[src/rtl/stop_link_pkg.sv]
// Shared definitions for the stop-status toggle link.
// Holds the transmitter FSM encoding and the link-wide default constants.
package stop_link_pkg;

    typedef enum logic [1:0] {
        ST_IDLE = 2'd0,
        ST_FIRE = 2'd1,
        ST_HOLD = 2'd2
    } tx_state_e;

    localparam int GAP_CYCLES_DEF = 4;
    localparam int CNT_W_DEF      = 8;
    localparam int PCNT_W_DEF     = 16;

endpackage

[src/rtl/stop_request_tx_if.sv]
// Handshake bundle between trigger logic and the stop-request transmitter.
// master is the transmitter side, slave is the trigger/receiver side.
interface stop_request_tx_if
    import stop_link_pkg::*;
#(
    parameter int PCNT_W = PCNT_W_DEF
);
    logic              live_rising;
    logic              stop_req;
    logic              get;
    logic              mirror;
    logic              busy;
    logic [PCNT_W-1:0] pulse_cnt;

    modport master (
        input  live_rising,
        input  stop_req,
        output get,
        output mirror,
        output busy,
        output pulse_cnt
    );

    modport slave (
        output live_rising,
        output stop_req,
        input  get,
        input  mirror,
        input  busy,
        input  pulse_cnt
    );

endinterface

[src/rtl/stop_request_tx.sv]
// Stop-request transmitter: turns a level request into rate-limited get
// pulses while mirroring the receiver's toggle flop cycle-exactly.
module stop_request_tx
    import stop_link_pkg::*;
#(
    parameter int GAP_CYCLES = GAP_CYCLES_DEF,
    parameter int CNT_W      = CNT_W_DEF,
    parameter int PCNT_W     = PCNT_W_DEF
) (
    input  logic              clk,
    input  logic              rst_n,
    stop_request_tx_if.master bus
);

    tx_state_e         state;
    tx_state_e         next_state;
    logic              get_q;
    logic              mirror_q;
    logic              busy_c;
    logic              fire_c;
    logic [CNT_W-1:0]  hold_cnt;
    logic [PCNT_W-1:0] pcnt_q;

    // State register.
    always_ff @(posedge clk or negedge rst_n) begin
        if (!rst_n) begin
            state <= ST_IDLE;
        end else begin
            state <= next_state;
        end
    end

    // Next state: compare only in IDLE, never on a live-start cycle.
    always_comb begin
        next_state = state;
        unique case (state)
            ST_IDLE: begin
                if (!bus.live_rising && (bus.stop_req != mirror_q)) begin
                    next_state = ST_FIRE;
                end
            end
            ST_FIRE: next_state = ST_HOLD;
            ST_HOLD: begin
                if (hold_cnt == '0) begin
                    next_state = ST_IDLE;
                end
            end
            default: next_state = ST_IDLE;
        endcase
    end

    // Outputs decoded from state: busy level and the pulse launch strobe.
    always_comb begin
        busy_c = (state != ST_IDLE);
        fire_c = (state == ST_IDLE) && (next_state == ST_FIRE);
    end

    // Registered get pulse and hold-off counter.
    always_ff @(posedge clk or negedge rst_n) begin
        if (!rst_n) begin
            get_q    <= 1'b0;
            hold_cnt <= '0;
        end else begin
            get_q <= fire_c;
            if (state == ST_FIRE) begin
                hold_cnt <= CNT_W'(GAP_CYCLES - 1);
            end else if (state == ST_HOLD && hold_cnt != '0) begin
                hold_cnt <= hold_cnt - CNT_W'(1);
            end
        end
    end

    // Receiver mirror; a get toggle beats a simultaneous live-start clear.
    always_ff @(posedge clk or negedge rst_n) begin
        if (!rst_n) begin
            mirror_q <= 1'b0;
        end else if (get_q) begin
            mirror_q <= ~mirror_q;
        end else if (bus.live_rising) begin
            mirror_q <= 1'b0;
        end
    end

    // Saturating pulse counter, restarted by live-start.
    always_ff @(posedge clk or negedge rst_n) begin
        if (!rst_n) begin
            pcnt_q <= '0;
        end else if (bus.live_rising) begin
            pcnt_q <= get_q ? PCNT_W'(1) : '0;
        end else if (get_q && !(&pcnt_q)) begin
            pcnt_q <= pcnt_q + PCNT_W'(1);
        end
    end

    assign bus.get       = get_q;
    assign bus.mirror    = mirror_q;
    assign bus.busy      = busy_c;
    assign bus.pulse_cnt = pcnt_q;

endmodule

[src/flat_wrapper.sv]
// flat-port wrapper written by rule: the top's interface ports become plain ports
module stop_request_tx_flat import stop_link_pkg::*;
#(
    parameter int GAP_CYCLES = GAP_CYCLES_DEF,
    parameter int CNT_W      = CNT_W_DEF,
    parameter int PCNT_W     = PCNT_W_DEF
)
  (clk, rst_n, bus_live_rising, bus_stop_req, bus_get, bus_mirror, bus_busy, bus_pulse_cnt);
  stop_request_tx_if #(.PCNT_W(PCNT_W)) bus_i ();
  input  logic clk;
  input  logic rst_n;
  input wire logic [$bits(bus_i.live_rising)-1:0] bus_live_rising;
  input wire logic [$bits(bus_i.stop_req)-1:0] bus_stop_req;
  output wire logic [$bits(bus_i.get)-1:0] bus_get;
  output wire logic [$bits(bus_i.mirror)-1:0] bus_mirror;
  output wire logic [$bits(bus_i.busy)-1:0] bus_busy;
  output wire logic [$bits(bus_i.pulse_cnt)-1:0] bus_pulse_cnt;
  assign bus_i.live_rising = bus_live_rising;
  assign bus_i.stop_req = bus_stop_req;
  assign bus_get = bus_i.get;
  assign bus_mirror = bus_i.mirror;
  assign bus_busy = bus_i.busy;
  assign bus_pulse_cnt = bus_i.pulse_cnt;
  stop_request_tx #(.GAP_CYCLES(GAP_CYCLES), .CNT_W(CNT_W), .PCNT_W(PCNT_W)) u_core (.clk(clk), .rst_n(rst_n), .bus(bus_i));
endmodule
[config.mk]
export PLATFORM = sky130hd
export DESIGN_NAME = stop_request_tx_flat
export DESIGN_NICKNAME = d
export VERILOG_FILES = /design/src/rtl/stop_link_pkg.sv /design/src/rtl/stop_request_tx_if.sv /design/src/rtl/stop_request_tx.sv /design/src/flat_wrapper.sv
export SDC_FILE = /design/constraint.sdc
export NUM_CORES = 1
export LEC_CHECK = 0
export BUFFER_PORTS_ARGS = -buffer_cell sky130_fd_sc_hd__buf_2
export CORE_ASPECT_RATIO = 2
export CORE_UTILIZATION = 40
export DETAILED_ROUTE_END_ITERATION = 6
export PLACE_DENSITY = 0.69
export SLEW_MARGIN = 20
export SYNTH_ARGS = -nofsm -noshare
export SYNTH_HDL_FRONTEND = slang
export SYNTH_SLANG_ARGS = --single-unit
[constraint.sdc]
create_clock -name clk -period 2.1 [get_ports clk]
set_input_delay 0 -clock clk [delete_from_list [all_inputs] [get_ports clk]]
set_output_delay 0 -clock clk [all_outputs]
set_load 0.1 [all_outputs]
==> Yosys cells after proc, flatten, opt, wreduce, memory -nomap -nowiden <==
Index checks and enable logic that the tools add are counted.
{ "classes": {"n_addsub": 2, "eq_ne": 4, "n_mux": 10, "n_bitwise": 1, "reduce_logical": 14} }
{ "op_table": {"columns": ["op", "n"], "rows": [
  ["two-way mux 16 bit", 2],
  ["adder 16 x 1 -> 16 bit, second input constant", 1],
  ["two-way mux 8 bit", 2],
  ["AND reduction 16 bit", 1],
  ["zero test 8 bit", 1],
  ["nonzero test 2 bit", 4],
  ["nonzero test 8 bit", 1],
  ["subtractor 8 x 1 -> 8 bit, second input constant", 1],
  ["one-hot mux 2 bit (3 select lines)", 1],
  ["== test 2 x 1 -> 1 bit, second input constant", 2],
  ["logical AND 1 bit", 4],
  ["two-way mux 2 bit", 2],
  ["two-way mux 1 bit", 3],
  ["== test 2 bit, second input constant", 1],
  ["zero test 1 bit", 2],
  ["zero test 2 bit", 1],
  ["inequality test 1 bit", 1],
  ["NOT 1 bit", 1]
]} }
{ "totals": {"register_bits": 28, "input_bits": 4, "output_inout_bits": 19, "wordCells": 36} }

==> Longest topological paths before layout <==
{ "depth": {"depth_word": 6, "ltp_mapped": 6} }

==> Worst setup path after synthesis <==
OpenSTA, ideal clock, no wires.
{ "synth_path": {"path_type": "flip-flop to flip-flop", "start": "reg u_core.pcnt_q[4] (netlist: u_core.bus.pulse_cnt[4])", "end": "reg u_core.pcnt_q[15] (netlist: u_core.bus.pulse_cnt[15])", "arrival_ns": 2.153, "path_slack_ns": -0.178, "stages_incl_launch_ff": 5, "n_path_buf": 0, "period_less_slack_ns": 2.278, "path_cell_list": "dfrtp_1 -> and4_1 -> nand3_1 -> a2111oi_2 -> mux2_2"} }
{ "synth_via": {"elab_chain_len": 4, "elab_cells_between_ends": 7, "classes_between": "add/sub (1); mux (2); reduce/logical (4)"} }
{ "synth_rtl": {"columns": ["element", "line_no", "rtl"], "rows": [
  ["from (decl)", "stop_request_tx.sv:22", "logic [PCNT_W-1:0] pcnt_q;"],
  ["from (signal assigned)", "stop_request_tx.sv:89", "pcnt_q <= get_q ? PCNT_W'(1) : '0;"],
  ["from (signal assigned)", "stop_request_tx.sv:91", "pcnt_q <= pcnt_q + PCNT_W'(1);"],
  ["branches (longest 4 deep; another with adder 16 x 1 -> 16 bit)", null, null]
]} }
Several ways; the timed one is not identified. The select of a mux whose other input is x is not followed.
A chain may end at the register's enable or synchronous reset.

==> Worst setup path in the final report <==
{ "layout_path": {"start": "reg u_core.pcnt_q[0] (netlist: u_core.bus.pulse_cnt[0])", "end": "reg u_core.pcnt_q[15] (netlist: u_core.bus.pulse_cnt[15])"} }
The elaborated chain is that of the path after synthesis.

==> Flow_metrics.wiki <==
{| class="wikitable"
! Metric !! Value
|-
| TritonCTS clock tree || built
|-
| Hold slack final || 0.02574 ns
|-
| Critical path's top delay family || flip-flops
|-
| Worst Path Max Fanout || 8
|-
| Antenna diode instance count || 0
|-
| Number of logic stages on the critical path including buffering || 5
|-
| Net count after synthesis || around 170
|-
| DRT Pass-1 Iters || 4
|-
| Share of the cycle needed by the critical path after routing || 85.56%
|-
| R2r endpoint || u_core.bus.pulse_cnt[15]
|-
| Clock Tree Buf Depth || 2
|-
| Pin count of the biggest net entering global routing || 33
|-
| Endpoint required time on the critical path || around 2.3 ns
|-
| Cell depth of the worst flop-to-flop path || 5
|-
| Final antenna-violating net count || 0
|-
| Worst setup path endpoint || u_core.bus.pulse_cnt[15]
|-
| Yosys Warn Count || 0
|-
| Post-Route Skew || 0.003569 ns
|-
| Chip width || around 47 um
|-
| Register-to-register setup slack || about 0.30 ns
|-
| CP Class || reg -> reg
|-
| Wire length per cell || ~15 um
|-
| Inst Count DP || 232
|-
| Total design power || roughly 1900 uW
|-
| Post-synthesis register bit count || 28
|-
| Number of buffers created by CTS || 3
|-
| Drt via density || 5.591
|-
| Startpoint of the worst setup timing path || u_core.bus.pulse_cnt[0]
|-
| Highest Clock Rate || around 560 MHz
|-
| Number of enable flip-flop cells after synthesis || 0
|-
| Slew Viols, Final || 0
|-
| Clk Tree Root Cell || sky130_fd_sc_hd__clkbuf_8
|-
| Cell area after synthesis || ~0.0016 mm^2
|-
| WL final || around 3500 um
|-
| Final standard cell area without fillers || 0.001836 mm^2
|-
| Type of element capturing the critical path || flip-flop
|-
| First-pass GRT wire length || 5692 um
|-
| Grt total ovfl || 0
|-
| Clock latency of the later-clocked register in the worst-skew pair || 0.27 ns
|-
| Arrival @ worst endpoint || between 1.5 and 2 ns
|-
| Worst relative slew slack || a little under three fifths
|-
| Slowest Stage Delay on Critical Path || between 0.4 and 0.5 ns
|-
| Avg Cell Area, Syn || between 9 and 10 um^2
|-
| DP Area || about 0.0018 mm^2
|-
| Post-detailed-placement half-perimeter wirelength || ~2600 um
|-
| Layout cell share with drive strength beyond 1 || between 20% and 30%
|-
| Final cell count without fillers || 237
|-
| Area enclosed by the die boundary || 0.004279 mm^2
|-
| Setup Total Neg Slack || 0 ns
|-
| Critical R2R Launch || u_core.bus.pulse_cnt[0]
|-
| Core ar. || roughly 0.0038 mm^2
|-
| Fraction of registers with async set/reset || 100.0%
|-
| Post-CTS setup-driven buffer insertion count || 0
|-
| Net count, final || 194
|-
| Number of port buffers || 22
|-
| Vias after detailed routing || about 1,300
|-
| RSZ-0062 raised after global routing || false
|-
| # H-tree levels || 1
|-
| Y dimension of the die || 91.52 um
|-
| Post-synthesis sequential area ratio || between 40 and 50%
|-
| Setup-violating endpoint count in the final report || 0
|-
| Run status || finished, final reports clean
|-
| DRC marker count from the first detailed-route iteration || 32
|-
| Site row count || 32
|-
| Hold Vio Cnt, Final || 0
|-
| Library cells used by synthesis || 40
|-
| Total I/O pin count || 23
|-
| Number of antenna violations at the first check in global routing || 0
|-
| Cell at the slowest stage of the critical path || sky130_fd_sc_hd__dfrtp_2
|-
| Reg clk slew, reported paths || 0.09 ns
|-
| Period minus WS final || about 1.8 ns
|-
| GR Util All Layers || 18.04%
|-
| Flip-flop cell with the highest count after synthesis || sky130_fd_sc_hd__dfrtp_1
|-
| Layout-stage area growth over the synthesis result || 14.52%
|-
| Vias in the first global route || around 1,300
|-
| RD Place Congestion || ~0.80
|-
| Most frequent cells in the layout || sky130_fd_sc_hd__buf_2, sky130_fd_sc_hd__nor2_1, sky130_fd_sc_hd__dfrtp_2, sky130_fd_sc_hd__dfrtp_1
|-
| Crit path launch type || flip-flop
|-
| Initial core utilization || 41.70%
|-
| Min-Delay Path Class || in -> reg
|-
| Number of buffers and inverters on the critical path || 0
|-
| CTS Sinks || 28
|-
| Highest ir drop seen on vdd || 0.0008010 V
|-
| Instance count of the mapped netlist || about 170
|-
| Power density over cell area || approximately 1000 mW/mm^2
|-
| Ordered cell list for the critical path || ha_1 > nand3_1 > nor2_1 > a2111oi_2 > mux2_2
|-
| Transition time of the tightest slew-check pin || between 0.6 and 0.7 ns
|-
| Number of max-capacitance violations reported || 0
|-
| # DRC || 0
|-
| Static power due to leakage || ~0.00084 uW
|-
| Most frequent standard cell in the layout excluding fill and tap cells || sky130_fd_sc_hd__buf_2
|}
[cell usage after synthesis (2+ instances only)]
library cell	n	area, um^2
sky130_fd_sc_hd__or4_1	4	30.03
sky130_fd_sc_hd__clkbuf_1	4	15.01
sky130_fd_sc_hd__mux2i_1	7	70.07
sky130_fd_sc_hd__nand2_1	11	41.29
sky130_fd_sc_hd__o21ai_0	3	15.01
sky130_fd_sc_hd__a21boi_0	2	15.01
sky130_fd_sc_hd__a211oi_1	3	22.52
sky130_fd_sc_hd__and3_1	3	18.77
sky130_fd_sc_hd__dfrtp_1	28	700.7
sky130_fd_sc_hd__a21oi_1	7	35.03
sky130_fd_sc_hd__and4_1	3	26.28
sky130_fd_sc_hd__nand2b_1	5	31.28
sky130_fd_sc_hd__xnor2_1	2	17.52
sky130_fd_sc_hd__nor2_1	16	60.06
sky130_fd_sc_hd__nand3_1	5	25.02
sky130_fd_sc_hd__a311o_1	2	20.02
sky130_fd_sc_hd__mux2_2	10	112.6
sky130_fd_sc_hd__nor3_1	4	20.02
sky130_fd_sc_hd__nor4_1	2	12.51
sky130_fd_sc_hd__ha_1	3	37.54
sky130_fd_sc_hd__nand4_1	9	56.30
sky130_fd_sc_hd__inv_1	4	15.01
sky130_fd_sc_hd__nor2b_1	11	68.82
[area by class of cell]
cell class | count | area (um^2)
fill | 400 | 2008
multi-input combinational | 127 | 863.3
inverter | 4 | 15.01
sequential | 28 | 718.2
clock buffer | 4 | 55.05
tap | 51 | 63.81
timing repair buffer | 23 | 120.1
[tightest hold or removal path, cell delays in order]
cell                      delay (ns)
sky130_fd_sc_hd__buf_2          0.08
sky130_fd_sc_hd__xnor2_1        0.13
sky130_fd_sc_hd__nor3_1         0.05
[report_power, final]
group          internal, uW  switching [uW]  total, uW
Clock                   168             160        328
Combinational           239             545        784
Sequential              655             154        810
Total                  1060             860       1920
[logic make-up after synthesis]
group / Yosys count / share of synthesized area, %
flops: 28 / 43.72
fa+ha+maj: 3 / 2.342
simple gates: 75 / 25.14
mux: 17 / 11.40
compound gates: 29 / 13.35
buf+inv: 10 / 2.419
xor+xnor: 3 / 1.640
[timing repair]
item | CTS | global route
resized for setup | 0 | 0
hold endpoints to repair | 28 | 0
hold buffers | 1 | 0
[sequential cells by signal, summed over array words and instances, names as in the netlist]
name / flops
u_core.hold_cnt: 8
u_core.bus.pulse_cnt: 16
u_core.bus.get: 1
u_core.bus.mirror: 1
u_core.state: 2
[through the flow]
step / util, % / setup slack, ns
5_1_grt: 47.75 / 0.1403
3_3_place_gp: 46.06 / 0.3410
2_1_floorplan: - / -0.09402
4_1_cts: 47.75 / 0.3039
6_report: 47.75 / 0.3031
3_5_place_dp: 46.06 / 0.3223
[worst min path at each step]
| stage | start | endpoint | cells past startpoint |
|---|---|---|---|
| finish | bus_stop_req | u_core.bus.get | 3 |
| global route | bus_stop_req | u_core.bus.get | 3 |
| CTS | bus_stop_req | u_core.bus.get | 3 |
| detailed placement | rst_n | u_core.bus.pulse_cnt[14] | 1 |
| floorplan | rst_n | u_core.bus.get | 0 |
| global placement | rst_n | u_core.bus.mirror | 1 |
[layer usage]
metal  vias to the layer above  wire (um)  global-route usage (%)
li1                        651          -                       -
met1                       647       1318                   17.41
met2                        23       2023                   34.49
met3                         4         94                   1.988
met4                         0         50                   7.381
met5                         -          0                       0
Power figures use the tool's default switching activity.
